### src/rtl/scope_capture_reader.sv
// Oscilloscope capture engine: drains ADC samples from the sample FIFO, runs a
// level/slope trigger with auto-timeout, and writes one frame to the frame buffer.
module scope_capture_reader #(
    parameter int unsigned SAMPLE_W     = 12,
    parameter int unsigned FRAME_LEN    = 256,
    parameter int unsigned ADDR_W       = 8,
    parameter int unsigned AUTO_TIMEOUT = 1000000,
    parameter int unsigned TMR_W        = 20
) (
    input  logic                clk,
    input  logic                rst,
    input  logic                arm,
    input  logic                frame_ack,
    input  logic [SAMPLE_W-1:0] trig_level,
    input  logic                trig_falling,
    input  logic                auto_en,
    input  logic                fifo_empty,
    input  logic [SAMPLE_W-1:0] fifo_data,
    output logic                fifo_rd,
    output logic                fb_we,
    output logic [ADDR_W-1:0]   fb_addr,
    output logic [SAMPLE_W-1:0] fb_data,
    output logic                busy,
    output logic                frame_done,
    output logic                auto_trig
);

    typedef enum logic [1:0] {
        S_IDLE,
        S_WAIT_TRIG,
        S_CAPTURE,
        S_DONE
    } state_t;

    localparam logic [ADDR_W-1:0] LAST_ADDR = ADDR_W'(FRAME_LEN - 1);
    localparam logic [ADDR_W:0]   ISSUE_MAX = (ADDR_W + 1)'(FRAME_LEN);
    localparam logic [TMR_W-1:0]  TIMEOUT   = TMR_W'(AUTO_TIMEOUT);

    state_t                state_q, state_d;
    logic                  rd_q;
    logic [SAMPLE_W-1:0]   prev_q, prev_d;
    logic                  prev_vld_q, prev_vld_d;
    logic [TMR_W-1:0]      timer_q, timer_d;
    logic [ADDR_W:0]       issued_q, issued_d;
    logic [ADDR_W-1:0]     wr_cnt_q, wr_cnt_d;
    logic                  auto_q, auto_d;
    logic [ADDR_W-1:0]     fb_addr_q, fb_addr_d;
    logic [SAMPLE_W-1:0]   fb_data_q, fb_data_d;

    logic                  want_rd;
    logic                  rd_en;
    logic                  level_hit;
    logic                  force_hit;
    logic                  trig;
    logic                  wr_en;
    logic [ADDR_W-1:0]     wr_addr;
    logic                  last_wr;

    always_ff @(posedge clk) begin
        if (rst) begin
            state_q    <= S_IDLE;
            rd_q       <= 1'b0;
            prev_q     <= '0;
            prev_vld_q <= 1'b0;
            timer_q    <= '0;
            issued_q   <= '0;
            wr_cnt_q   <= '0;
            auto_q     <= 1'b0;
            fb_addr_q  <= '0;
            fb_data_q  <= '0;
        end else begin
            state_q    <= state_d;
            rd_q       <= rd_en;
            prev_q     <= prev_d;
            prev_vld_q <= prev_vld_d;
            timer_q    <= timer_d;
            issued_q   <= issued_d;
            wr_cnt_q   <= wr_cnt_d;
            auto_q     <= auto_d;
            fb_addr_q  <= fb_addr_d;
            fb_data_q  <= fb_data_d;
        end
    end

    // rd_q marks the cycle in which fifo_data carries a freshly read sample.
    always_comb begin
        level_hit = 1'b0;
        if (prev_vld_q) begin
            if (trig_falling) begin
                level_hit = (prev_q > trig_level) && (fifo_data <= trig_level);
            end else begin
                level_hit = (prev_q < trig_level) && (fifo_data >= trig_level);
            end
        end
        force_hit = auto_en && (timer_q >= TIMEOUT);
        trig      = (state_q == S_WAIT_TRIG) && rd_q && (level_hit || force_hit);
        wr_en     = trig || ((state_q == S_CAPTURE) && rd_q);
        wr_addr   = trig ? '0 : wr_cnt_q;
        last_wr   = wr_en && (wr_addr == LAST_ADDR);
    end

    always_comb begin
        state_d = state_q;
        case (state_q)
            S_IDLE:      if (arm) state_d = S_WAIT_TRIG;
            S_WAIT_TRIG: if (trig) state_d = last_wr ? S_DONE : S_CAPTURE;
            S_CAPTURE:   if (last_wr) state_d = S_DONE;
            S_DONE:      if (frame_ack) state_d = S_IDLE;
            default:     state_d = S_IDLE;
        endcase
    end

    always_comb begin
        prev_d     = prev_q;
        prev_vld_d = prev_vld_q;
        timer_d    = timer_q;
        issued_d   = issued_q;
        wr_cnt_d   = wr_cnt_q;
        auto_d     = auto_q;
        fb_addr_d  = fb_addr_q;
        fb_data_d  = fb_data_q;
        case (state_q)
            S_IDLE: begin
                if (arm) begin
                    timer_d    = '0;
                    prev_vld_d = 1'b0;
                    auto_d     = 1'b0;
                end
            end
            S_WAIT_TRIG: begin
                if (timer_q != '1) timer_d = timer_q + TMR_W'(1);
                if (rd_q) begin
                    prev_d     = fifo_data;
                    prev_vld_d = 1'b1;
                end
                // The trigger sample plus any read issued this same cycle count as issued.
                if (trig) begin
                    auto_d   = !level_hit;
                    issued_d = rd_en ? (ADDR_W + 1)'(2) : (ADDR_W + 1)'(1);
                    wr_cnt_d = ADDR_W'(1);
                end
            end
            S_CAPTURE: begin
                if (rd_en) issued_d = issued_q + (ADDR_W + 1)'(1);
                if (rd_q)  wr_cnt_d = wr_cnt_q + ADDR_W'(1);
            end
            default: ;
        endcase
        if (wr_en) begin
            fb_addr_d = wr_addr;
            fb_data_d = fifo_data;
        end
    end

    always_comb begin
        want_rd = 1'b0;
        case (state_q)
            S_WAIT_TRIG: want_rd = 1'b1;
            S_CAPTURE:   want_rd = (issued_q < ISSUE_MAX);
            default:     want_rd = 1'b0;
        endcase
        rd_en      = want_rd && !fifo_empty && !rst;
        fifo_rd    = rd_en;
        fb_we      = wr_en && !rst;
        fb_addr    = rst ? '0 : (wr_en ? wr_addr : fb_addr_q);
        fb_data    = rst ? '0 : (wr_en ? fifo_data : fb_data_q);
        busy       = !rst && ((state_q == S_WAIT_TRIG) || (state_q == S_CAPTURE));
        frame_done = !rst && (state_q == S_DONE);
        auto_trig  = !rst && auto_q;
    end

endmodule

### config.mk
export PLATFORM = sky130hd
export DESIGN_NAME = scope_capture_reader
export DESIGN_NICKNAME = d
export VERILOG_FILES = /design/src/rtl/scope_capture_reader.sv
export SDC_FILE = /design/constraint.sdc
export NUM_CORES = 1
export LEC_CHECK = 0
export CAP_MARGIN = 20
export CORE_UTILIZATION = 45
export DETAILED_ROUTE_END_ITERATION = 16
export HOLD_SLACK_MARGIN = 0.1
export PLACE_DENSITY = 0.74
export SYNTH_ARGS = -nofsm -noshare
export SYNTH_HDL_FRONTEND = slang
export SYNTH_SLANG_ARGS = --single-unit
### constraint.sdc
create_clock -name clk -period 9 [get_ports clk]
set_input_delay 1.8 -clock clk [delete_from_list [all_inputs] [get_ports clk]]
set_output_delay 1.8 -clock clk [all_outputs]
set_load 0.03 [all_outputs]
Word level (Yosys, flattened, before mapping). Cells that the tools add are included.

$add $sub $neg: 3. Magnitude comparators: 6. Equality and inequality tests: 13. Mux-type cells: 29. Reductions and logical operators: 29.

Operators by type and width (number): two-way mux 20 bit (2); two-way mux 8 bit (5); one-hot mux 20 bit (2 select lines) (1); two-way mux 12 bit (2); adder 20 x 1 -> 20 bit (second input constant) (1); greater-or-equal comparator 20 bit (second input constant) (1); != test 20 bit (second input constant) (1); two-way mux 9 bit (2); one-hot mux 9 bit (2 select lines) (1); one-hot mux 8 bit (2 select lines) (1); AND reduction 3 bit (5); != test 2 bit (second input constant) (7); logical AND 1 bit (13); greater-or-equal comparator 12 bit (1); > comparator 12 bit (1); less-or-equal comparator 12 bit (1); less-than comparator 12 bit (1); two-way mux 2 bit (5); adder 9 x 1 -> 9 bit (second input constant) (1); less-than comparator 9 bit (second input constant) (1); adder 8 x 1 -> 8 bit (second input constant) (1); equality test 8 bit (second input constant) (1); one-hot mux 2 bit (4 select lines) (1); two-way mux 1 bit (6); other kinds (10) (18).

Bits in registers: 74. Input port bits: 31. Output and inout bits: 25. Logic and storage cells: 90.

Longest topological paths before layout. Gate-level depths: netlist (run 1).

Word-level depth: 12. Gate-level depth with buffers: 12. Mapped depth without buffers: 10.

Worst setup path after synthesis (run 1). Ideal clock, no wire load.

Path kind: input to output. Start: in trig_level[7]. End: out fb_data[10]. Data arrival time: 4.369 ns. Setup slack: 2.831 ns. Cell stages on the path: 11. Path buffers: 1. Cell sequence: inv_1 -> ha_1 -> a21oi_2 -> o21ai_1 -> and2_4 -> or4_1 -> nand4_1 -> a31oi_2 -> nor2_2 -> buf_4 -> mux2i_1.

Cells in the longest elaborated chain, start to end: 9. Elaborated cells between the ends (all ways): 13. Those cells by class: order compare (4); mux (4); reduce/logical (5).

Ends and longest elaborated chain: from (decl) (RTL line 14) `input logic [SAMPLE_W-1:0] trig_level,`; less-than comparator 12 bit, or another cell as far along (RTL line 92) `level_hit = (prev_q < trig_level) && (fifo_data >= trig_level);`; logical AND 1 bit (on tied branches) (RTL line 92, 90); two-way mux 1 bit * (RTL line 89) `if (trig_falling) begin`; two-way mux 1 bit * (RTL line 88) `if (prev_vld_q) begin`; logical OR 1 bit * (RTL line 96) `trig = (state_q == S_WAIT_TRIG) && rd_q && (level_hit || force_hit);`; logical AND 1 bit * (RTL line 96); logical OR 1 bit * (RTL line 97) `wr_en = trig || ((state_q == S_CAPTURE) && rd_q);`; two-way mux 12 bit * (2 in series); to (decl) (RTL line 22) `output logic [SAMPLE_W-1:0] fb_data,`.

Every way passes the cells marked *; elsewhere a longest branch is shown, timed or not.

Final worst setup path (run 1).
Start: in trig_level[7]. End: out fb_data[5].

Same word-level chain as after synthesis.

==> reports/qor.txt, run 1 <==
slew margin rel. = 39.97%
P_int = 0.5670 mW
number of synthesized flops with an enable pin = 0
Hold Path Origin = fb_addr_q[2]$_DFF_P_
antenna-violating nets left = 0
Synth top area share = 35.37%
WP data required = 7.20 ns
Reg2Reg Depth = 9
post-cts resize count = 0
Synth Area in Adders = 9.860%
Via Count = 3,742
yosys synthesis warning count = 0
dpl hpwl = 7.058 mm
P&R area growth vs syn = 19.75%
GRT Overall Usage = 21.06%
initial antenna violation count = 0
WHS Path Cells = 2
final setup fails = 0
Root Driver = clkbuf_8
area leader, netlist = dfxtp_1
H-tree levels = 3
fmax = 0.1335 GHz
IR drop worst, VDD = 0.07974 mV
RSZ-0062 raised after global routing = false
clock skew = 0.009404 ns
first-pass GRT wire length = 16.50 mm
PwrDens = 163.6 mW/mm²
number of setup buffers added after CTS = 0
cell mode on critical path = clkdlybuf4s50_1
Pleak = 1.942 nW
Distinct cells, synth = 61
WL final = 9.661 mm
CTS tree = yes
simple-gate area share of the yosys netlist = 24.47%
Synth async-reset ratio = 0%
# nets final = 622
Vias/cell = 5.577
die area = 0.009696 mm²
final instance area = 0.005015 mm²
drt pass-1 iters = 10
pin count of the biggest net entering global routing = 30
Sw Ratio = 30.88%
worst-skew pair later-pin latency = 0.35 ns
Slew @ Worst Pin = 0.8996 ns
Area after DPL = 0.004797 mm²
Startpoint Class = input pin
worst path cell trace = clkdlybuf4s50_1 > inv_1 > ha_1 > a21oi_2 > o21ai_1 > and2_4 > or4_1 > nand4_1 > a31oi_2 > nor2_2 > mux2i_1 > clkdlybuf4s50_1
Post-Synth XOR/XNOR Area = 2.928%
clk slew on worst S/H paths = 0.08 ns
Compound-Gate Fraction of Synth Area = 18.94%
post-route setup TNS = 0 ns
CP max FO = 13
Comb power frac = 23.8%
Max-Cap Viols = 0
Final Wtd Congestion = 0.8594
Num CTS Buffers = 9
Die Width = 98.47 µm
synthesized cell area = 0.004188 mm²
Net Sw Power = 0.2533 mW
maximum root-to-sink buffer count = 2
Initial DRC Count = 178
Hold EP = fb_addr_q[2]$_DFF_P_
count of input and output buffers = 55
main combinational cell family by area after synthesis = simple AND/OR/NAND/NOR gates
Tcrit/Tclk final = 83.24%
worst endpoint data arrival time = 5.69 ns
CTS Hold Bufs = 0
post-synthesis sequential area ratio = 35.37%
DRC Markers = 1
die height = 98.47 µm
power share of the sequential group = 42.1%
filler instances = 824
status = finished with violations
io pins = 56
Yosys reg bits = 74
number of global-route vias before repair = 3,600
multiplexer share of the synthesized area = 3.914%
violated checks = DRC
CORE AREA = 0.008848 mm²
Hold Path Class = register to register
commonest non-fill, non-tap cells in the layout = nand2_1, dfxtp_1, clkdlybuf4s50_1
n_diodes = 0
Post-Syn Instances = 508
layout cells sized above 1 = 6.750%
clock share of power = 34.1%
CTS Sinks = 74
final hold violation count = 0
top cells by area, synth = dfxtp_1, ha_1, nand2_1, a21oi_1, mux2i_1
reg2reg setup slack = 5.94 ns
WL per Instance = 14.40 µm
RR Endpoint = fb_data_q[5]$_DFF_P_
slowest stage delay, CP = 0.75 ns
Syn Nets = 572
Most used DFF post-synth = dfxtp_1
Crit Reg-Reg Startpoint = prev_q[7]$_SDFFE_PP0P_
total grt overflow = 0
slowest stage cell, crit path = nor2_2
Setup CP Type = input pin to output port
most common cell after layout, fill and taps aside = nand2_1
Initial Util = 47.33%
crit path capture type = output port
Final min period = 7.491 ns
Avg Synthesized Cell Area = 8.244 µm²
max-slew violations = 0
Row Count = 34
## worst max-delay path: cells and delay by family
kind | cells | cell delay (ns)
buffers and inverters | 3 | 1.23
and+or+nand+nor | 4 | 1.61
muxes | 1 | 0.33
AOI/OAI and AO/OA | 3 | 0.38
adders and majority gates | 1 | 0.33
## synth_stat cells, types with 4 or more instances
cell type and number:
and2_1 4, mux2i_1 13, nor3_1 4, ha_1 33
dfxtp_1 74, nand2_1 89, xor2_1 10, nor2b_1 7
a32oi_1 4, o211ai_1 5, xnor2_1 4, a21oi_1 50
o21ai_1 8, or4_1 5, nand2b_1 4, o31ai_1 6
nand3_1 19, and3_1 7, o21a_1 4, o21ai_0 8
nor2_1 28, inv_1 23, and4_1 6, clkbuf_1 12
a21o_1 6, a31oi_1 4, or3_1 8, nand4_1 10
buf_2 4
## kinds of logic after synthesis
family,after synthesis
AO/OA/AOI/OAI,120
AND/OR/NAND/NOR,206
XOR/XNOR,14
adder cells (fa/ha/maj),33
multiplexers,16
buffers and inverters,45
flip-flops,74
## per-layer routing
layer  up-vias  part of all wire (%)  global-route usage, %  wire length (µm)
met1      1749                    45                  25.84              4371
met2        73                    49                  36.46              4696
li1       1911                     -                      -                 -
met4         0                   1.2                  6.200               119
met5         -                     0                      0                 0
met3         9                   4.9                  5.390               475
## power groups by stage
stage,Sequential [mW],Combinational (mW),Clock (mW)
2_1_floorplan,0.349,0.146,0
3_5_place_dp,0.352,0.193,0
4_1_cts,0.345,0.194,0.287
5_1_grt,0.347,0.217,0.303
3_3_place_gp,0.352,0.188,0
6_report,0.345,0.195,0.280
## area by class of cell
| type | count | area, µm² | share of cell area (%) |
|---|---|---|---|
| sequential | 74 | 1481 | 29.54 |
| multi-input combinational | 389 | 2517 | 50.20 |
| timing repair buffer | 58 | 573.1 | 11.43 |
| tap | 108 | 135.1 | 2.695 |
| clock buffer | 11 | 131.4 | 2.620 |
| inverter | 26 | 97.59 | 1.946 |
| clock inverter | 5 | 78.83 | 1.572 |
## sequential cells by signal, summed over array words and instances (netlist names)
signal and count:
timer_q 20, prev_vld_q 1, wr_cnt_q 8, issued_q 9
fb_data_q 12, auto_q 1, rd_q 1, state_q 2
prev_q 12, fb_addr_q 8
## per-stage QoR
stage,cells,power [mW],util (%),worst slack (ns),hold slack [ns]
floorplan,508,0.4958,-,2.831,0.4363
global placement,654,0.5397,54.21,1.600,0.4456
detailed placement,654,0.5456,54.21,1.476,0.4540
CTS,670,0.8255,56.59,1.480,0.4644
global route,671,0.8672,56.67,1.287,0.4853
finish,671,0.8203,56.67,1.509,0.4606
## worst max-delay path by stage
stage                              to  cells past startpoint           from
after detailed placement   fb_data[5]                     12  trig_level[7]
after global placement     fb_data[6]                     12  trig_level[7]
after global routing       fb_data[8]                     12  trig_level[7]
after CTS                  fb_data[5]                     12  trig_level[7]
after floorplan           fb_data[10]                     11  trig_level[7]
final                      fb_data[5]                     12  trig_level[7]
(Power assumes the default switching activity.)
==> run 2: changes to the inputs <==
- clock period: 9 -> 7.85 ns (I/O delays scaled with it)
==> reports/qor.txt, run 2 (same netlist as run 1, synthesis figures left out) <==
Util after Layout = 56.36%
Slew @ Worst Pin = 0.8702 ns
Row Count = 34
layout cells sized above 1 = 7.092%
# nets final = 623
dpl hpwl = 7.168 mm
crit path capture type = output port
Initial DRC Count = 158
fmax = 0.1468 GHz
CTS Hold Bufs = 0
number of setup buffers added after CTS = 0
CP max FO = 8
die height = 98.47 µm
worst endpoint data arrival time = 5.24 ns
CTS Sinks = 74
Reg2Reg Depth = 9
WP data required = 6.28 ns
CTS tree = yes
Max-Cap Viols = 0
post-route setup TNS = 0 ns
status = finished, final reports clean
clk slew on worst S/H paths = 0.07 ns
antenna-violating nets left = 0
initial antenna violation count = 0
Num CTS Buffers = 9
DRC Markers = 0
Vias/cell = 5.629
commonest non-fill, non-tap cells in the layout = nand2_1, dfxtp_1, clkdlybuf4s50_1
number of global-route vias before repair = 3,651
IR drop worst, VDD = 0.08996 mV
final setup fails = 0
maximum root-to-sink buffer count = 2
Hold Path Class = register to register
Setup CP Type = input pin to output port
Initial Util = 47.33%
clock skew = 0.007441 ns
Pleak = 1.924 nW
total grt overflow = 0
Finished Layout Cells = 672
Die Width = 98.47 µm
Tcrit/Tclk final = 86.75%
Root Driver = clkbuf_8
largest reg by FF count = timer_q
RSZ-0062 raised after global routing = false
slew margin rel. = 41.92%
worst-skew pair later-pin latency = 0.35 ns
biggest regs = timer_q x20, fb_data_q x12, prev_q x12
PwrDens = 178.2 mW/mm²
final hold violation count = 0
io pins = 56
CORE AREA = 0.008848 mm²
max-slew violations = 0
Via Count = 3,783
Final min period = 6.810 ns
max reg flops = 20
Startpoint Class = input pin
H-tree levels = 3
GRT Overall Usage = 21.23%
post-cts resize count = 0
Cells after DPL = 655
WL per Instance = 14.63 µm
Overall Power = 0.8886 mW
area of the multi-input gates = 0.002517 mm²
drt pass-1 iters = 6
die area = 0.009696 mm²
WHS Path Cells = 2
filler instances = 848
P&R area growth vs syn = 19.09%
pin count of the biggest net entering global routing = 30
n_diodes = 0
count of input and output buffers = 55
Seq. cell area = 0.001481 mm²
first-pass GRT wire length = 16.59 mm
WL final = 9.831 mm
Final Wtd Congestion = 0.9034
most common cell after layout, fill and taps aside = nand2_1
## run 2: routing by layer
metal / vias to the layer above / GRT usage, % / wire length, µm
met2: 87 / 37.38 / 4718
met4: 0 / 7.233 / 119
li1: 1912 / - / -
met3: 12 / 4.468 / 452
met1: 1772 / 25.73 / 4539
met5: - / 0 / 0
## run 2: critical path, cell delays in order
cell	delay, ns
clkdlybuf4s50_1	0.46
inv_1	0.06
ha_1	0.30
a21o_1	0.16
a21oi_1	0.17
nor2b_1	0.11
o41ai_1	0.45
o2bb2ai_2	0.21
a21oi_1	0.42
o21ai_1	0.32
a21oi_1	0.29
clkdlybuf4s50_1	0.71
## run 2: worst paths after layout
kind,slack (ns),from,endpoint
hold / removal,0.46,prev_q[0]$_SDFFE_PP0P_,prev_q[0]$_SDFFE_PP0P_
setup reg to reg,5.01,prev_q[9]$_SDFFE_PP0P_,fb_addr_q[1]$_DFF_P_
hold reg to reg,0.46,prev_q[0]$_SDFFE_PP0P_,prev_q[0]$_SDFFE_PP0P_
setup / recovery,1.04,trig_level[9],fb_addr[1]
## run 2: final cells by class
| type | instances | share of cell area [%] |
|---|---|---|
| clock inverter | 5 | 0.6021 |
| sequential | 74 | 29.70 |
| tap | 108 | 2.709 |
| clock buffer | 11 | 2.835 |
| inverter | 26 | 1.957 |
| multi-input combinational | 389 | 50.48 |
| timing repair buffer | 59 | 11.72 |
## run 2: stage by stage
stage / hold WS (ns) / setup WS, ns / cell area [µm²]
floorplan: 0.4363 / 2.141 / 4188
CTS: 0.4582 / 1.134 / 4976
global placement: 0.4461 / 1.240 / 4805
detailed placement: 0.4477 / 1.146 / 4805
finish: 0.4583 / 1.040 / 4987
global route: 0.4838 / 0.7981 / 4987
## run 2: report_power, final
part / leakage [nW] / internal, mW / switching [mW]
Clock: 0.0851 / 0.122 / 0.145
Sequential: 0.597 / 0.385 / 0.0106
Combinational: 1.24 / 0.0866 / 0.140
==> run 3: changes to the inputs <==
- CORE_UTILIZATION: 45 -> 39
- PLACE_DENSITY: 0.74 -> 0.67
==> reports/qor.txt, run 3 (same netlist as run 1, synthesis figures left out) <==
GRT Overall Usage = 18.80%
P_int = 0.6188 mW
CTS Hold Bufs = 0
# nets final = 622
Pleak = 1.929 nW
number of global-route vias before repair = 3,638
post-route setup TNS = 0 ns
reg2reg setup slack = 4.89 ns
die height = 105.6 µm
Vias/cell = 5.388
post-cts resize count = 0
Die Width = 105.6 µm
CP max FO = 13
P&R area growth vs syn = 20.11%
WL per Instance = 13.93 µm
Net Sw Power = 0.2896 mW
total grt overflow = 0
antenna-violating nets left = 0
clock share of power = 31.6%
Tcrit/Tclk final = 88.45%
n_diodes = 0
initial antenna violation count = 0
filler instances = 1,044
worst-skew pair later-pin latency = 0.36 ns
Max-Cap Viols = 0
Overall Power = 0.9084 mW
PwrDens = 180.6 mW/mm²
Seq. cell area = 0.001481 mm²
max-slew violations = 0
Reg2Reg Depth = 9
commonest non-fill, non-tap cells in the layout = nand2_1, dfxtp_1, clkdlybuf4s50_1
slew margin rel. = 41.73%
pin count of the biggest net entering global routing = 30
final setup fails = 0
RR Endpoint = fb_data_q[6]$_DFF_P_
Initial DRC Count = 172
Final min period = 6.943 ns
CORE AREA = 0.01037 mm²
status = finished, final reports clean
drt pass-1 iters = 5
Startpoint Class = input pin
crit path capture type = output port
count of input and output buffers = 55
dpl hpwl = 7.143 mm
final hold violation count = 0
io pins = 56
layout cells sized above 1 = 6.762%
maximum root-to-sink buffer count = 2
CTS tree = yes
largest reg by FF count = timer_q
Sw Ratio = 31.88%
Via Count = 3,761
area of the multi-input gates = 0.002517 mm²
max reg flops = 20
Area after DPL = 0.004840 mm²
final instance area = 0.005030 mm²
Setup crit end = fb_data[6]
number of setup buffers added after CTS = 0
Hold Path Class = register to register
Final Wtd Congestion = 0.8259
CP startpoint = trig_level[7]
die area = 0.01116 mm²
most common cell after layout, fill and taps aside = nand2_1
Crit Reg-Reg Startpoint = prev_q[7]$_SDFFE_PP0P_
biggest regs = timer_q x20, fb_data_q x12, prev_q x12
IR drop worst, VDD = 0.1032 mV
power share of the sequential group = 43.6%
WP data required = 6.28 ns
CTS Sinks = 74
first-pass GRT wire length = 16.59 mm
DRC Markers = 0
Initial Util = 40.38%
clock skew = 0.009927 ns
fmax = 0.1440 GHz
Row Count = 37
clk slew on worst S/H paths = 0.07 ns
Comb power frac = 24.8%
RSZ-0062 raised after global routing = false
worst endpoint data arrival time = 5.37 ns
Setup CP Type = input pin to output port
Slew @ Worst Pin = 0.8731 ns
Root Driver = clkbuf_8
WL final = 9.725 mm
Num CTS Buffers = 9
H-tree levels = 3
run 3: cell count changes in the layout (fill, tap and decap cells not counted), sizes merged:
| cell | before | now |
|---|---|---|
| buf | 4 | 3 |
| clkbuf | 11 | 14 |
| clkinvlp | 2 | 1 |
| clkinv | 3 | 0 |
run 3: stage by stage:
step	hold WS [ns]	setup slack (ns)	cells	util [%]
5_1_grt	0.4778	0.6708	698	48.50
2_1_floorplan	0.4363	2.141	508	-
6_report	0.4634	0.9069	698	48.50
4_1_cts	0.4666	0.8606	698	48.50
3_5_place_dp	0.4562	0.8791	683	46.67
3_3_place_gp	0.4472	0.9683	682	46.60
run 3: final cells by class:
class | count | share of cell area, %
sequential | 74 | 29.45
clock inverter | 1 | 0.1493
multi-input combinational | 389 | 50.05
timing repair buffer | 58 | 11.39
clock buffer | 14 | 3.632
inverter | 26 | 1.940
tap | 136 | 3.383
run 3: per-layer routing:
layer  vias to the layer above  GRT usage, %  wire length (µm)
li1                       1916             -                 -
met1                      1728         23.03              4456
met2                       101         30.50              4473
met3                        16         5.442               619
met4                         0         8.532               176
met5                         -             0                 0
run 3: power groups by stage:
stage                     sequential (mW)  clock (mW)  combinational [mW]
after global placement              0.404           0               0.218
final                               0.396       0.287               0.225
after floorplan                     0.401           0               0.168
after CTS                           0.395       0.297               0.225
after global routing                0.397       0.312               0.250
after detailed placement            0.404           0               0.224
run 3: worst min-delay path by stage:
stage / slack (ns) / startpoint / cells past startpoint / endpoint
floorplan: 0.44 / prev_q[0]$_SDFFE_PP0P_ / 2 / prev_q[0]$_SDFFE_PP0P_
global placement: 0.45 / prev_q[3]$_SDFFE_PP0P_ / 2 / prev_q[3]$_SDFFE_PP0P_
detailed placement: 0.46 / prev_q[3]$_SDFFE_PP0P_ / 2 / prev_q[3]$_SDFFE_PP0P_
CTS: 0.47 / prev_q[0]$_SDFFE_PP0P_ / 2 / prev_q[0]$_SDFFE_PP0P_
global route: 0.48 / prev_q[2]$_SDFFE_PP0P_ / 2 / prev_q[2]$_SDFFE_PP0P_
finish: 0.46 / prev_q[0]$_SDFFE_PP0P_ / 2 / prev_q[0]$_SDFFE_PP0P_
run 3: critical path, cell delays in order:
cell and delay, ns:
clkdlybuf4s50_1 0.46, inv_1 0.06, ha_1 0.33, a21oi_2 0.14, o21ai_1 0.07, and2_4 0.17
or4_1 0.52, nand4_1 0.14, a31oi_2 0.17, nor2_2 0.69, mux2i_1 0.32, clkdlybuf4s50_1 0.72
